==> src/rtl/pll_seq_pkg.sv <==
// Shared types and helpers for the PLL reset sequencer.
package pll_seq_pkg;

    typedef enum logic [2:0] {
        PLL_RESET,
        WAIT_LOCK,
        STABILIZE,
        RELEASE,
        RUN,
        FAULT
    } seq_state_e;

    // Bits needed to hold 0..max_val inclusive.
    function automatic int cnt_width(input int max_val);
        return (max_val < 1) ? 1 : $clog2(max_val + 1);
    endfunction

endpackage

==> src/rtl/pll_reset_sequencer_if.sv <==
// PLL-side and reset-domain-side signals of the sequencer.
interface pll_reset_sequencer_if #(
    parameter int STAGES = 3
);
    logic              pll_locked;
    logic              pll_resetb;
    logic [STAGES-1:0] rst_n_out;
    logic              ready;
    logic              fault;
    logic [7:0]        lock_loss_count;

    modport master (
        input  pll_locked,
        output pll_resetb,
        output rst_n_out,
        output ready,
        output fault,
        output lock_loss_count
    );

    modport slave (
        output pll_locked,
        input  pll_resetb,
        input  rst_n_out,
        input  ready,
        input  fault,
        input  lock_loss_count
    );
endinterface

==> src/rtl/pll_reset_sequencer_sync_2ff.sv <==
// Generic two-stage synchronizer with synchronous active-low reset to zero.
module sync_2ff #(
    parameter int WIDTH = 1
) (
    input  logic             clk,
    input  logic             rst_n,
    input  logic [WIDTH-1:0] d,
    output logic [WIDTH-1:0] q
);
    logic [WIDTH-1:0] meta;

    always_ff @(posedge clk) begin
        if (!rst_n) begin
            meta <= '0;
            q    <= '0;
        end else begin
            meta <= d;
            q    <= meta;
        end
    end
endmodule

==> src/rtl/pll_reset_sequencer.sv <==
// PLL reset supervisor: pulses RESETB, qualifies lock with timeout/retries,
// releases staged downstream resets, and restarts on lock loss.
//
// state     | meaning
// PLL_RESET | pll_resetb held low for RESET_CYCLES
// WAIT_LOCK | pll_resetb high, waiting for synced lock, timeout running
// STABILIZE | counting consecutive lock-high cycles, timeout running
// RELEASE   | releasing rst_n_out bits one STAGE_GAP apart
// RUN       | all stages released, ready high
// FAULT     | retries exhausted, everything held in reset until reset_n
module pll_reset_sequencer
    import pll_seq_pkg::*;
#(
    parameter int RESET_CYCLES  = 16,
    parameter int LOCK_TIMEOUT  = 12000,
    parameter int STABLE_CYCLES = 1024,
    parameter int STAGES        = 3,
    parameter int STAGE_GAP     = 16,
    parameter int MAX_RETRIES   = 3
) (
    input  logic                  clock_in,
    input  logic                  reset_n,
    pll_reset_sequencer_if.master seq_if
);
    localparam int STAGE_SPAN = STAGES * STAGE_GAP;
    localparam int CNT_MAX_A  = (RESET_CYCLES > STABLE_CYCLES) ? RESET_CYCLES : STABLE_CYCLES;
    localparam int CNT_MAX    = (CNT_MAX_A > STAGE_SPAN) ? CNT_MAX_A : STAGE_SPAN;
    localparam int CNT_W      = cnt_width(CNT_MAX);
    localparam int TMO_W      = cnt_width(LOCK_TIMEOUT);
    localparam int RTY_W      = cnt_width(MAX_RETRIES);

    localparam logic [CNT_W-1:0] CNT_ONE     = CNT_W'(1);
    localparam logic [CNT_W-1:0] RESET_LAST  = CNT_W'(RESET_CYCLES - 1);
    localparam logic [CNT_W-1:0] STABLE_LAST = CNT_W'(STABLE_CYCLES - 1);
    localparam logic [CNT_W-1:0] SPAN_LAST   = CNT_W'(STAGE_SPAN - 1);
    localparam logic [TMO_W-1:0] TMO_ONE     = TMO_W'(1);
    localparam logic [TMO_W-1:0] TMO_LAST    = TMO_W'(LOCK_TIMEOUT - 1);
    localparam logic [RTY_W-1:0] RTY_ONE     = RTY_W'(1);
    localparam logic [RTY_W-1:0] RTY_MAX     = RTY_W'(MAX_RETRIES);

    seq_state_e        state;
    logic [CNT_W-1:0]  cnt;
    logic [TMO_W-1:0]  tmo;
    logic [RTY_W-1:0]  retries;
    logic [7:0]        loss_cnt;
    logic              lock_sync;
    logic              pll_resetb_q;
    logic [STAGES-1:0] rst_q;
    logic              ready_q;
    logic              fault_q;

    sync_2ff #(.WIDTH(1)) u_lock_sync (
        .clk   (clock_in),
        .rst_n (reset_n),
        .d     (seq_if.pll_locked),
        .q     (lock_sync)
    );

    // Stage k is released once elapsed RELEASE time reaches k*STAGE_GAP.
    function automatic logic [STAGES-1:0] stage_mask(input logic [CNT_W-1:0] elapsed);
        logic [STAGES-1:0] m;
        m = '0;
        for (int k = 0; k < STAGES; k++) begin
            if (int'(elapsed) >= k * STAGE_GAP) m[k] = 1'b1;
        end
        return m;
    endfunction

    always_ff @(posedge clock_in) begin
        if (!reset_n) begin
            state        <= PLL_RESET;
            cnt          <= '0;
            tmo          <= '0;
            retries      <= '0;
            loss_cnt     <= '0;
            pll_resetb_q <= 1'b0;
            rst_q        <= '0;
            ready_q      <= 1'b0;
            fault_q      <= 1'b0;
        end else begin
            case (state)
                PLL_RESET: begin
                    if (cnt == RESET_LAST) begin
                        state        <= WAIT_LOCK;
                        cnt          <= '0;
                        tmo          <= '0;
                        pll_resetb_q <= 1'b1;
                    end else begin
                        cnt <= cnt + CNT_ONE;
                    end
                end
                WAIT_LOCK, STABILIZE: begin
                    tmo <= tmo + TMO_ONE;
                    // Timeout is checked first so it wins over a same-cycle lock drop.
                    if (tmo == TMO_LAST) begin
                        cnt          <= '0;
                        pll_resetb_q <= 1'b0;
                        if (retries == RTY_MAX) begin
                            state   <= FAULT;
                            fault_q <= 1'b1;
                        end else begin
                            state   <= PLL_RESET;
                            retries <= retries + RTY_ONE;
                        end
                    end else if (state == WAIT_LOCK) begin
                        if (lock_sync) begin
                            state <= STABILIZE;
                            cnt   <= '0;
                        end
                    end else if (!lock_sync) begin
                        state <= WAIT_LOCK;
                        cnt   <= '0;
                    end else if (cnt == STABLE_LAST) begin
                        state <= RELEASE;
                        cnt   <= '0;
                        rst_q <= stage_mask('0);
                    end else begin
                        cnt <= cnt + CNT_ONE;
                    end
                end
                RELEASE, RUN: begin
                    if (!lock_sync) begin
                        state        <= PLL_RESET;
                        cnt          <= '0;
                        tmo          <= '0;
                        retries      <= '0;
                        pll_resetb_q <= 1'b0;
                        rst_q        <= '0;
                        ready_q      <= 1'b0;
                        if (loss_cnt != 8'hFF) loss_cnt <= loss_cnt + 8'd1;
                    end else if (state == RELEASE) begin
                        if (cnt == SPAN_LAST) begin
                            state   <= RUN;
                            retries <= '0;
                            rst_q   <= '1;
                            ready_q <= 1'b1;
                        end else begin
                            cnt   <= cnt + CNT_ONE;
                            rst_q <= stage_mask(cnt + CNT_ONE);
                        end
                    end
                end
                FAULT: begin
                    pll_resetb_q <= 1'b0;
                    rst_q        <= '0;
                    ready_q      <= 1'b0;
                    fault_q      <= 1'b1;
                end
                default: begin
                    state        <= PLL_RESET;
                    cnt          <= '0;
                    pll_resetb_q <= 1'b0;
                    rst_q        <= '0;
                    ready_q      <= 1'b0;
                end
            endcase
        end
    end

    assign seq_if.pll_resetb      = pll_resetb_q;
    assign seq_if.rst_n_out       = rst_q;
    assign seq_if.ready           = ready_q;
    assign seq_if.fault           = fault_q;
    assign seq_if.lock_loss_count = loss_cnt;
endmodule

==> src/flat_wrapper.sv <==
// flat-port wrapper written by rule: the top's interface ports become plain ports
module pll_reset_sequencer_flat import pll_seq_pkg::*;
#(
    parameter int RESET_CYCLES  = 16,
    parameter int LOCK_TIMEOUT  = 12000,
    parameter int STABLE_CYCLES = 1024,
    parameter int STAGES        = 3,
    parameter int STAGE_GAP     = 16,
    parameter int MAX_RETRIES   = 3
)
  (clock_in, reset_n, seq_if_pll_locked, seq_if_pll_resetb, seq_if_rst_n_out, seq_if_ready, seq_if_fault, seq_if_lock_loss_count);
  pll_reset_sequencer_if #(.STAGES(STAGES)) seq_if_i ();
  input  logic clock_in;
  input  logic reset_n;
  input wire logic [$bits(seq_if_i.pll_locked)-1:0] seq_if_pll_locked;
  output wire logic [$bits(seq_if_i.pll_resetb)-1:0] seq_if_pll_resetb;
  output wire logic [$bits(seq_if_i.rst_n_out)-1:0] seq_if_rst_n_out;
  output wire logic [$bits(seq_if_i.ready)-1:0] seq_if_ready;
  output wire logic [$bits(seq_if_i.fault)-1:0] seq_if_fault;
  output wire logic [$bits(seq_if_i.lock_loss_count)-1:0] seq_if_lock_loss_count;
  assign seq_if_i.pll_locked = seq_if_pll_locked;
  assign seq_if_pll_resetb = seq_if_i.pll_resetb;
  assign seq_if_rst_n_out = seq_if_i.rst_n_out;
  assign seq_if_ready = seq_if_i.ready;
  assign seq_if_fault = seq_if_i.fault;
  assign seq_if_lock_loss_count = seq_if_i.lock_loss_count;
  pll_reset_sequencer #(.RESET_CYCLES(RESET_CYCLES), .LOCK_TIMEOUT(LOCK_TIMEOUT), .STABLE_CYCLES(STABLE_CYCLES), .STAGES(STAGES), .STAGE_GAP(STAGE_GAP), .MAX_RETRIES(MAX_RETRIES)) u_core (.clock_in(clock_in), .reset_n(reset_n), .seq_if(seq_if_i));
endmodule
==> config.mk <==
export PLATFORM = sky130hd
export DESIGN_NAME = pll_reset_sequencer_flat
export DESIGN_NICKNAME = d
export VERILOG_FILES = /design/src/rtl/pll_seq_pkg.sv /design/src/rtl/pll_reset_sequencer_if.sv /design/src/rtl/pll_reset_sequencer_sync_2ff.sv /design/src/rtl/pll_reset_sequencer.sv /design/src/flat_wrapper.sv
export SDC_FILE = /design/constraint.sdc
export NUM_CORES = 1
export LEC_CHECK = 0
export ABC_AREA = 1
export CORE_MARGIN = 2
export CORE_UTILIZATION = 59
export DETAILED_ROUTE_END_ITERATION = 7
export PLACE_DENSITY = 0.88
export SYNTH_ARGS = -nofsm -noshare
export SYNTH_HDL_FRONTEND = slang
export SYNTH_SLANG_ARGS = --single-unit
==> constraint.sdc <==
create_clock -name clock_in -period 1.9 [get_ports clock_in]
set_input_delay 0.19 -clock clock_in [delete_from_list [all_inputs] [get_ports clock_in]]
set_output_delay 0.19 -clock clock_in [all_outputs]
set_load 0.02 [all_outputs]
After elaboration in Yosys (flattened, before gate mapping)

Index checks and enable logic that the tools add are counted.

Add/subtract/negate cells: 4
$lt $le $gt $ge: 2
Equality and inequality tests: 25
Mux-type cells: 51
Bitwise logic cells: 4
Reductions and logical operators: 16

Operator list:

| kind                                                                                 | count |
|---|---|
| 11-bit two-way mux                                                                   | 9 |
| 3-bit two-way mux                                                                    | 17 |
| 11-bit case mux with 4 select lines                                                  | 1 |
| 14-bit case mux with 3 select lines                                                  | 1 |
| 14-bit two-way mux                                                                   | 2 |
| 3-bit AND reduction                                                                  | 5 |
| 14-bit by 1-bit adder with 14-bit output, second input constant                      | 1 |
| 14-bit equality test, second input constant                                          | 1 |
| 3-bit case mux with 4 select lines                                                   | 1 |
| 6-bit AND reduction                                                                  | 2 |
| 11-bit by 1-bit adder with 11-bit output, second input constant                      | 1 |
| 11-bit by 10-bit equality test with 1-bit output, second input constant              | 1 |
| 11-bit by 4-bit equality test with 1-bit output, second input constant               | 1 |
| 11-bit by 6-bit equality test with 1-bit output, second input constant               | 1 |
| 11-bit by 5-bit greater-or-equal comparator with 1-bit output, second input constant | 1 |
| 11-bit by 6-bit greater-or-equal comparator with 1-bit output, second input constant | 1 |
| 1-bit two-way mux                                                                    | 10 |
| 2-bit two-way mux                                                                    | 5 |
| 2-bit != test, second input constant                                                 | 5 |
| 3-bit case mux with 3 select lines                                                   | 1 |
| 8-bit by 1-bit adder with 8-bit output, second input constant                        | 1 |
| 2-bit by 1-bit != test with 1-bit output, second input constant                      | 4 |
| 8-bit != test, second input constant                                                 | 1 |
| 3-bit by 2-bit equality test with 1-bit output, second input constant                | 2 |
| other kinds (19)                                                                     | 27 |

Register bits: 46
Input port bits: 3
Output and inout port bits: 14
Word-level logic and storage cells: 113

Longest topological paths before layout

Gate-level depths: netlist (run 1).

Word-level depth: 7
Mapped depth: 13

Cells and area by module

Synthesis (run 1) repeated with hierarchy kept, for this count alone.

Cells, all modules: 395
Area, all modules: 2747.6 sq um

Modules (own cells, without submodules):

| module              | times used | cells each | area an instance (sq um) | seq. area each (sq um) |
|---|---|---|---|---|
| pll_reset_sequencer | 1          | 389        | 2692.6                   | 880.8 |
| sync_2ff            | 1          | 6          | 55.1                     | 40.0 |

Worst setup path after synthesis (run 1)

Ideal clock, no wire load.

Path type: register to register
From: register u_core.tmo[0]
To: register u_core.cnt[6]
Setup time: 71 ps
Arrival time: 1495 ps
Required time: 1829 ps
Setup slack: 334 ps
Stages on the path, launching flop included: 11
Path through: dfxtp_1 > ha_1 > nand3_4 > nor2_4 > nand2_4 > nand2_4 > nand3_4 > nor2_4 > buf_6 > nand3_1 > a21oi_1

Word-level cells in the longest chain between the ends: 3

Ends and longest elaborated chain:

| element                                                                                                | RTL line                   | source |
|---|---|---|
| start: declaration                                                                                     | pll_reset_sequencer.sv:43  | `logic [TMO_W-1:0] tmo;` |
| start signal: assignment                                                                               | pll_reset_sequencer.sv:93  | `tmo <= tmo + TMO_ONE;` |
| 14-bit equality test (*)                                                                               | pll_reset_sequencer.sv:95  | `if (tmo == TMO_LAST) begin` |
| 4-bit by 3-bit != test with 1-bit output (no source line) / 11-bit two-way mux (equally long branches) | n/a                        |  |
| 4-bit AND reduction (no source line) / 11-bit case mux with 4 select lines (equally long branches)     | n/a                        |  |
| end signal: assignment                                                                                 | pll_reset_sequencer.sv:89  | `cnt <= cnt + CNT_ONE;` |
| end signal: assignment                                                                                 | pll_reset_sequencer.sv:118 | `cnt <= cnt + CNT_ONE;` |
| end signal: assignment                                                                                 | pll_reset_sequencer.sv:138 | `cnt <= cnt + CNT_ONE;` |
| end: declaration                                                                                       | pll_reset_sequencer.sv:42  | `logic [CNT_W-1:0] cnt;` |

Mark *: on every way between the ends. The rest lies on a longest branch, timed or not.
A chain may end at the register's enable or synchronous reset.

Worst setup path in the final report (run 1)

From: register u_core.tmo[1]
To: register u_core.cnt[7]

Same word-level chain as after synthesis.

==> impl_metrics.env, run 1 <==
export IMPL_status="finished clean"
export IMPL_clock_latency_ns=0.30
export IMPL_nets=447
export IMPL_synth_edf_count=0
export IMPL_num_rows=24
export IMPL_finalWirelength_microns=6330
export IMPL_synth_area_top_cells="dfxtp_1 33%, nand2_1 15%, nand3_1 7.8%"
export IMPL_hold_start="seq_if_pll_locked"
export IMPL_r2r_end="u_core.cnt[7]"
export IMPL_place_hpwl_microns=4590
export IMPL_final_hold_viol_count=0
export IMPL_yosys_area_share_simple_pct=42.9
export IMPL_io_buffer_count=16
export IMPL_initial_core_util_pct=62.1
export IMPL_synth_top_family_by_area="simple AND/OR/NAND/NOR gates"
export IMPL_via_count=2754
export IMPL_routed_via_density=5.59
export IMPL_reg2reg_depth=9
export IMPL_num_antenna_cells=0
export IMPL_crit_family="simple AND/OR/NAND/NOR gates"
export IMPL_wl_per_cell_microns=12.8
export IMPL_async_reset_ff_share_pct=0
export IMPL_grt_pass1_vias=2492
export IMPL_synthFlopType="dfxtp_1"
export IMPL_postCtsSetupBuffers=0
export IMPL_cts_inserted_buffers=5
export IMPL_cp_end_kind="flip-flop"
export IMPL_placed_area_sq_um=2980
export IMPL_maxCapViolCount=0
export IMPL_syn_inst=419
export IMPL_regToRegStartpoint="u_core.tmo[1]"
export IMPL_fin_area_sq_um=3090
export IMPL_setup_violations=0
export IMPL_clock_fmax_ghz=0.569
export IMPL_drt_iter0_markers=275
export IMPL_grt_overflow=0
export IMPL_crit_chain="ha_2 > nand3_4 > nor2_4 > nand2_4 > nand2_4 > nand3_4 > nor2_2 > nand3_1 > a21oi_1"
export IMPL_combPwrFrac_pct=36.5
export IMPL_synth_compound_area_share_pct=10.3
export IMPL_grt_pass1_wl_microns=10900
export IMPL_gp_congestion=0.941
export IMPL_slew_headroom_pct=74.9
export IMPL_synth_xor_area_share_pct=3.49
export IMPL_p_leak_nw=1.19
export IMPL_worstMarginPinSlew_ns=0.376
export IMPL_synthesis_nets=426
export IMPL_cts_tree="built"
export IMPL_synth_top_area_share_pct=33.3
export IMPL_path_class="flip-flop to flip-flop"
export IMPL_syn_avg_cell_area_sq_um=6.59
export IMPL_ys_types=33
export IMPL_die_height_microns=72.4
export IMPL_cp_max_fo=6
export IMPL_yosysSeqAreaShare_pct=33.3
export IMPL_cts_root_buf="clkbuf_8"
export IMPL_min_period_ns=1.76
export IMPL_powerDensity_nw_per_um2=907
export IMPL_slowest_delay_ns=0.39
export IMPL_ioPinCount=17
export IMPL_track_usage_pct=25.9
export IMPL_min_to="u_core.u_lock_sync.meta"
export IMPL_fp_dieW_microns=72.4
export IMPL_dieArea_sq_um=5240
export IMPL_r2r_slack_ns=0.14
export IMPL_grt_antenna_before_repair=0
export IMPL_h_tree_depth=2
export IMPL_drive_above_1_share_pct=12.9
export IMPL_rsz0062_at_grt="false"
export IMPL_critPathRequiredTime_ns=2.14
export IMPL_ant_nets=0
export IMPL_synth_most_common_cell="nand2_1"
export IMPL_synth_fa_ha_area_share_pct=1.81
export IMPL_synthMuxAreaShare_pct=0
export IMPL_tns_ns=0
export IMPL_p_clk_share_pct=22.4
export IMPL_core_area_sq_um=4440
export IMPL_drc=0
export IMPL_firstDrtPassIters=5
export IMPL_synth_area_sq_um=2760
export IMPL_holdPathStages=3
export IMPL_fin_skew_ns=0.0121
export IMPL_drv_slew=0
export IMPL_critPathLaunchType="flip-flop"
export IMPL_clock_path_buffers=2
export IMPL_ys_seq_elements=46
export IMPL_finalCritPeriodShare_pct=92.5
export IMPL_grt_max_degree=36
export IMPL_min_path_type="input port to flip-flop"
export IMPL_cts_hold_buf=0
export IMPL_internal_power_w=0.00169
export IMPL_netSwitchingPower_w=0.00111
export IMPL_switching_share_pct=39.7
export IMPL_seqPwrFrac_pct=41.1
export IMPL_cts_sinks=46
export IMPL_cts_repair_resized=0
export IMPL_yosysTopAreaCell="dfxtp_1"
export IMPL_slowest_stage="dfxtp_1"
export IMPL_critPathBufInv=0
export IMPL_cp_arrival_ns=2.00
export IMPL_synth_warnings=0
export IMPL_clk_pin_slew_ns=0.09
export IMPL_area_growth_pct=11.9
export IMPL_peakVddDrop_v=0.000484
export IMPL_synth_top_cells_by_count="107 x nand2_1, 46 x dfxtp_1, 45 x nor2_1, 43 x nand3_1, 41 x a21oi_1"
## logic make-up after synthesis
logic type / after synthesis
simple gates: 247
compound gates: 56
flops: 46
xor+xnor: 11
fa+ha+maj: 4
buf+inv: 55
## flip-flops by register name, indices dropped and copies added (netlist names)
register and cells:
u_core.seq_if.lock_loss_count 8, u_core.u_lock_sync.q 1, u_core.cnt 11, u_core.retries 2, u_core.seq_if.pll_resetb 1, u_core.seq_if.fault 1, u_core.tmo 14, u_core.seq_if.ready 1
u_core.seq_if.rst_n_out 3, u_core.u_lock_sync.meta 1, u_core.state 3
## power groups by stage
| stage | registers [W] | clock network [W] | logic (W) |
|---|---|---|---|
| floorplan | 0.00117 | 0 | 0.000759 |
| global placement | 0.00116 | 0 | 0.000957 |
| detailed placement | 0.00117 | 0 | 0.000986 |
| CTS | 0.00115 | 0.000634 | 0.000992 |
| global route | 0.00117 | 0.000675 | 0.00115 |
| finish | 0.00115 | 0.000627 | 0.00102 |
## area by class of cell
type	instances	area [sq um]
clock buffer	6	82.6
clock inverter	2	12.5
fill	384	1350
inverter	46	174
multi-input combinational	319	1630
sequential	46	923
tap	52	65.1
timing repair buffer	22	205
## cells in the final DEF, fill, tap and decap left out, drive strengths merged, types with 7 or more instances in the layout
cell type / netlist / routed
dfxtp: 46 / 46
inv: 44 / 44
o21ai: 13 / 13
nand3: 47 / 47
nor3: 13 / 13
nand4: 7 / 7
clkdlybuf4s50: 0 / 16
xor2: 9 / 9
a21oi: 41 / 41
nor2: 55 / 56
nand2: 116 / 116
## worst max path at each step
stage	from	to	slack [ns]	cells after the start
after global placement	u_core.tmo[0]	u_core.cnt[8]	0.16	9
final	u_core.tmo[1]	u_core.cnt[7]	0.14	9
after CTS	u_core.tmo[0]	u_core.cnt[2]	0.06	9
after floorplan	u_core.tmo[0]	u_core.cnt[6]	0.33	10
after global routing	u_core.cnt[0]	u_core.tmo[3]	0.002	12
after detailed placement	u_core.tmo[0]	u_core.cnt[2]	0.08	9
## tightest hold or removal path, delay by kind of cell
kind / cells / cell delay [ns]
buffers and inverters: 2 / 0.42
and+or+nand+nor: 1 / 0.06
## per-stage QoR
step                      power, W  utilization (%)  cells  worst slack (ns)  hold WS (ns)
after floorplan            0.00193                -    419             0.334         0.288
after global placement     0.00212             67.1    484             0.157         0.393
after detailed placement   0.00215             67.1    484            0.0761         0.404
after CTS                  0.00277             69.2    492            0.0619         0.409
after global routing       0.00299             69.5    493           0.00194         0.444
final                      0.00280             69.5    493             0.143         0.414
## routing by layer
metal  global-route usage [%]  part of all wire, %  up-vias
met2                     42.3                   47      108
met3                     4.58                  6.6        8
met5                        0                    0        -
li1                         -                    -     1393
met1                     35.3                   45     1245
met4                     7.00                  1.1        0
No activity file was read; power rests on OpenSTA's default activity.
==> run 2: changes to the inputs <==
CORE_UTILIZATION = 63   (was 59)
DONT_BUFFER_PORTS = 1   (was not set)
==> impl_metrics.env, run 2 (synthesis results as in run 1) <==
export IMPL_finalWirelength_microns=6350
export IMPL_grt_overflow=0
export IMPL_cts_root_buf="clkbuf_8"
export IMPL_place_hpwl_microns=4290
export IMPL_cts_inserted_buffers=5
export IMPL_initial_core_util_pct=64.3
export IMPL_track_usage_pct=26.5
export IMPL_cts_sinks=46
export IMPL_clock_latency_ns=0.31
export IMPL_peakVddDrop_v=0.000700
export IMPL_gp_congestion=0.963
export IMPL_ant_nets=0
export IMPL_core_area_sq_um=4290
export IMPL_stdcell_count=484
export IMPL_drive_above_1_share_pct=14.6
export IMPL_area_growth_pct=9.42
export IMPL_fp_dieW_microns=70.2
export IMPL_powerDensity_nw_per_um2=956
export IMPL_min_path_type="input port to flip-flop"
export IMPL_cp_end_kind="flip-flop"
export IMPL_status="finished with violations"
export IMPL_fin_area_sq_um=3020
export IMPL_wl_per_cell_microns=13.1
export IMPL_num_antenna_cells=0
export IMPL_clock_path_buffers=2
export IMPL_cp_max_fo=8
export IMPL_placed_area_sq_um=2860
export IMPL_drt_iter0_markers=335
export IMPL_h_tree_depth=2
export IMPL_finalCritPeriodShare_pct=94.3
export IMPL_nets=438
export IMPL_maxCapViolCount=0
export IMPL_setup_violations=0
export IMPL_power_total_w=0.00289
export IMPL_path_class="flip-flop to flip-flop"
export IMPL_largest_register="u_core.tmo"
export IMPL_layout_commonest_cell="nand2_1"
export IMPL_num_rows=24
export IMPL_cp_arrival_ns=2.04
export IMPL_routed_via_density=5.77
export IMPL_dp_cells=473
export IMPL_cts_tree="built"
export IMPL_ioPinCount=17
export IMPL_fin_skew_ns=0.0132
export IMPL_critPathLaunchType="flip-flop"
export IMPL_clock_fmax_ghz=0.558
export IMPL_worstMarginPinSlew_ns=0.388
export IMPL_drv_slew=0
export IMPL_p_leak_nw=1.18
export IMPL_critPathRequiredTime_ns=2.15
export IMPL_firstDrtPassIters=6
export IMPL_grt_antenna_before_repair=0
export IMPL_final_cell_mix="106 x nand2_1, 45 x nor2_1, 43 x nand3_1, 43 x dfxtp_1, 40 x a21oi_1"
export IMPL_grt_pass1_vias=2418
export IMPL_grt_pass1_wl_microns=10600
export IMPL_via_count=2794
export IMPL_dieArea_sq_um=4930
export IMPL_hold_slack_ns=-0.000839
export IMPL_drc=0
export IMPL_io_buffer_count=0
export IMPL_postCtsSetupBuffers=0
export IMPL_final_hold_viol_count=1
export IMPL_min_period_ns=1.79
export IMPL_die_height_microns=70.2
export IMPL_grt_max_degree=34
export IMPL_largest_register_ff_count=14
export IMPL_clk_pin_slew_ns=0.09
export IMPL_slew_headroom_pct=74.2
export IMPL_violations="negative hold slack"
## run 2: cell types whose count changed in the layout (fill, tap and decap cells not counted), sizes merged
cell	change
clkbuf	+1
clkinvlp	-1
bufinv	+1
buf	+5
dlygate4sd3	+2
clkdlybuf4s50	-16
clkinv	-1
## run 2: timing repair
action	in CTS	in global routing
hold buffers	2	0
endpoints found under the hold margin	3	0
resized for setup	0	9
setup endpoints to repair	0	21
## run 2: where the power goes
part,total [W],internal (W),switching [W]
sequential,0.00118,0.00106,0.000119
combinational,0.000983,0.000315,0.000668
clock,0.000725,0.000394,0.000331
## run 2: critical path, stage by stage (launching register included)
cell and delay, ns:
dfxtp_2 0.35, ha_1 0.21, nand2_2 0.10, nor2_2 0.05
buf_4 0.13, nand3_1 0.14, nand2_1 0.08, inv_1 0.07
nand3_2 0.15, nand2_4 0.17, nand3_1 0.12, a21oi_2 0.15
## run 2: layout make-up
| class | instances | area (sq um) |
|---|---|---|
| fill | 336 | 1270 |
| clock buffer | 7 | 76.3 |
| inverter | 46 | 174 |
| timing repair buffer | 13 | 103 |
| sequential | 46 | 925 |
| multi-input combinational | 319 | 1650 |
| clock inverter | 1 | 30.0 |
| tap | 52 | 65.1 |
## run 2: through the flow
stage | utilization (%) | setup TNS [ns] | setup WS, ns
after floorplan | - | 0 | 0.334
after global placement | 66.6 | 0 | 0.212
after detailed placement | 66.6 | 0 | 0.150
after CTS | 69.5 | 0 | 0.126
after global routing | 70.4 | -0.00934 | -0.00664
final | 70.4 | 0 | 0.108
## run 2: worst paths after layout
kind	to	from	slack (ns)	cells after the start
setup / recovery	u_core.cnt[3]	u_core.cnt[0]	0.11	11
hold / removal	u_core.cnt[0]	reset_n	-0.0008	2
setup reg to reg	u_core.cnt[3]	u_core.cnt[0]	0.11	11
hold reg to reg	u_core.u_lock_sync.q	u_core.u_lock_sync.meta	0.43	2
## run 2: layer usage
| metal | vias to the layer above | track usage, % | share of wire (%) |
|---|---|---|---|
| met5 | - | 0 | 0 |
| met4 | 0 | 7.91 | 1.7 |
| met3 | 13 | 5.19 | 6.0 |
| met2 | 112 | 43.3 | 48 |
| met1 | 1289 | 35.7 | 45 |
| li1 | 1380 | - | - |
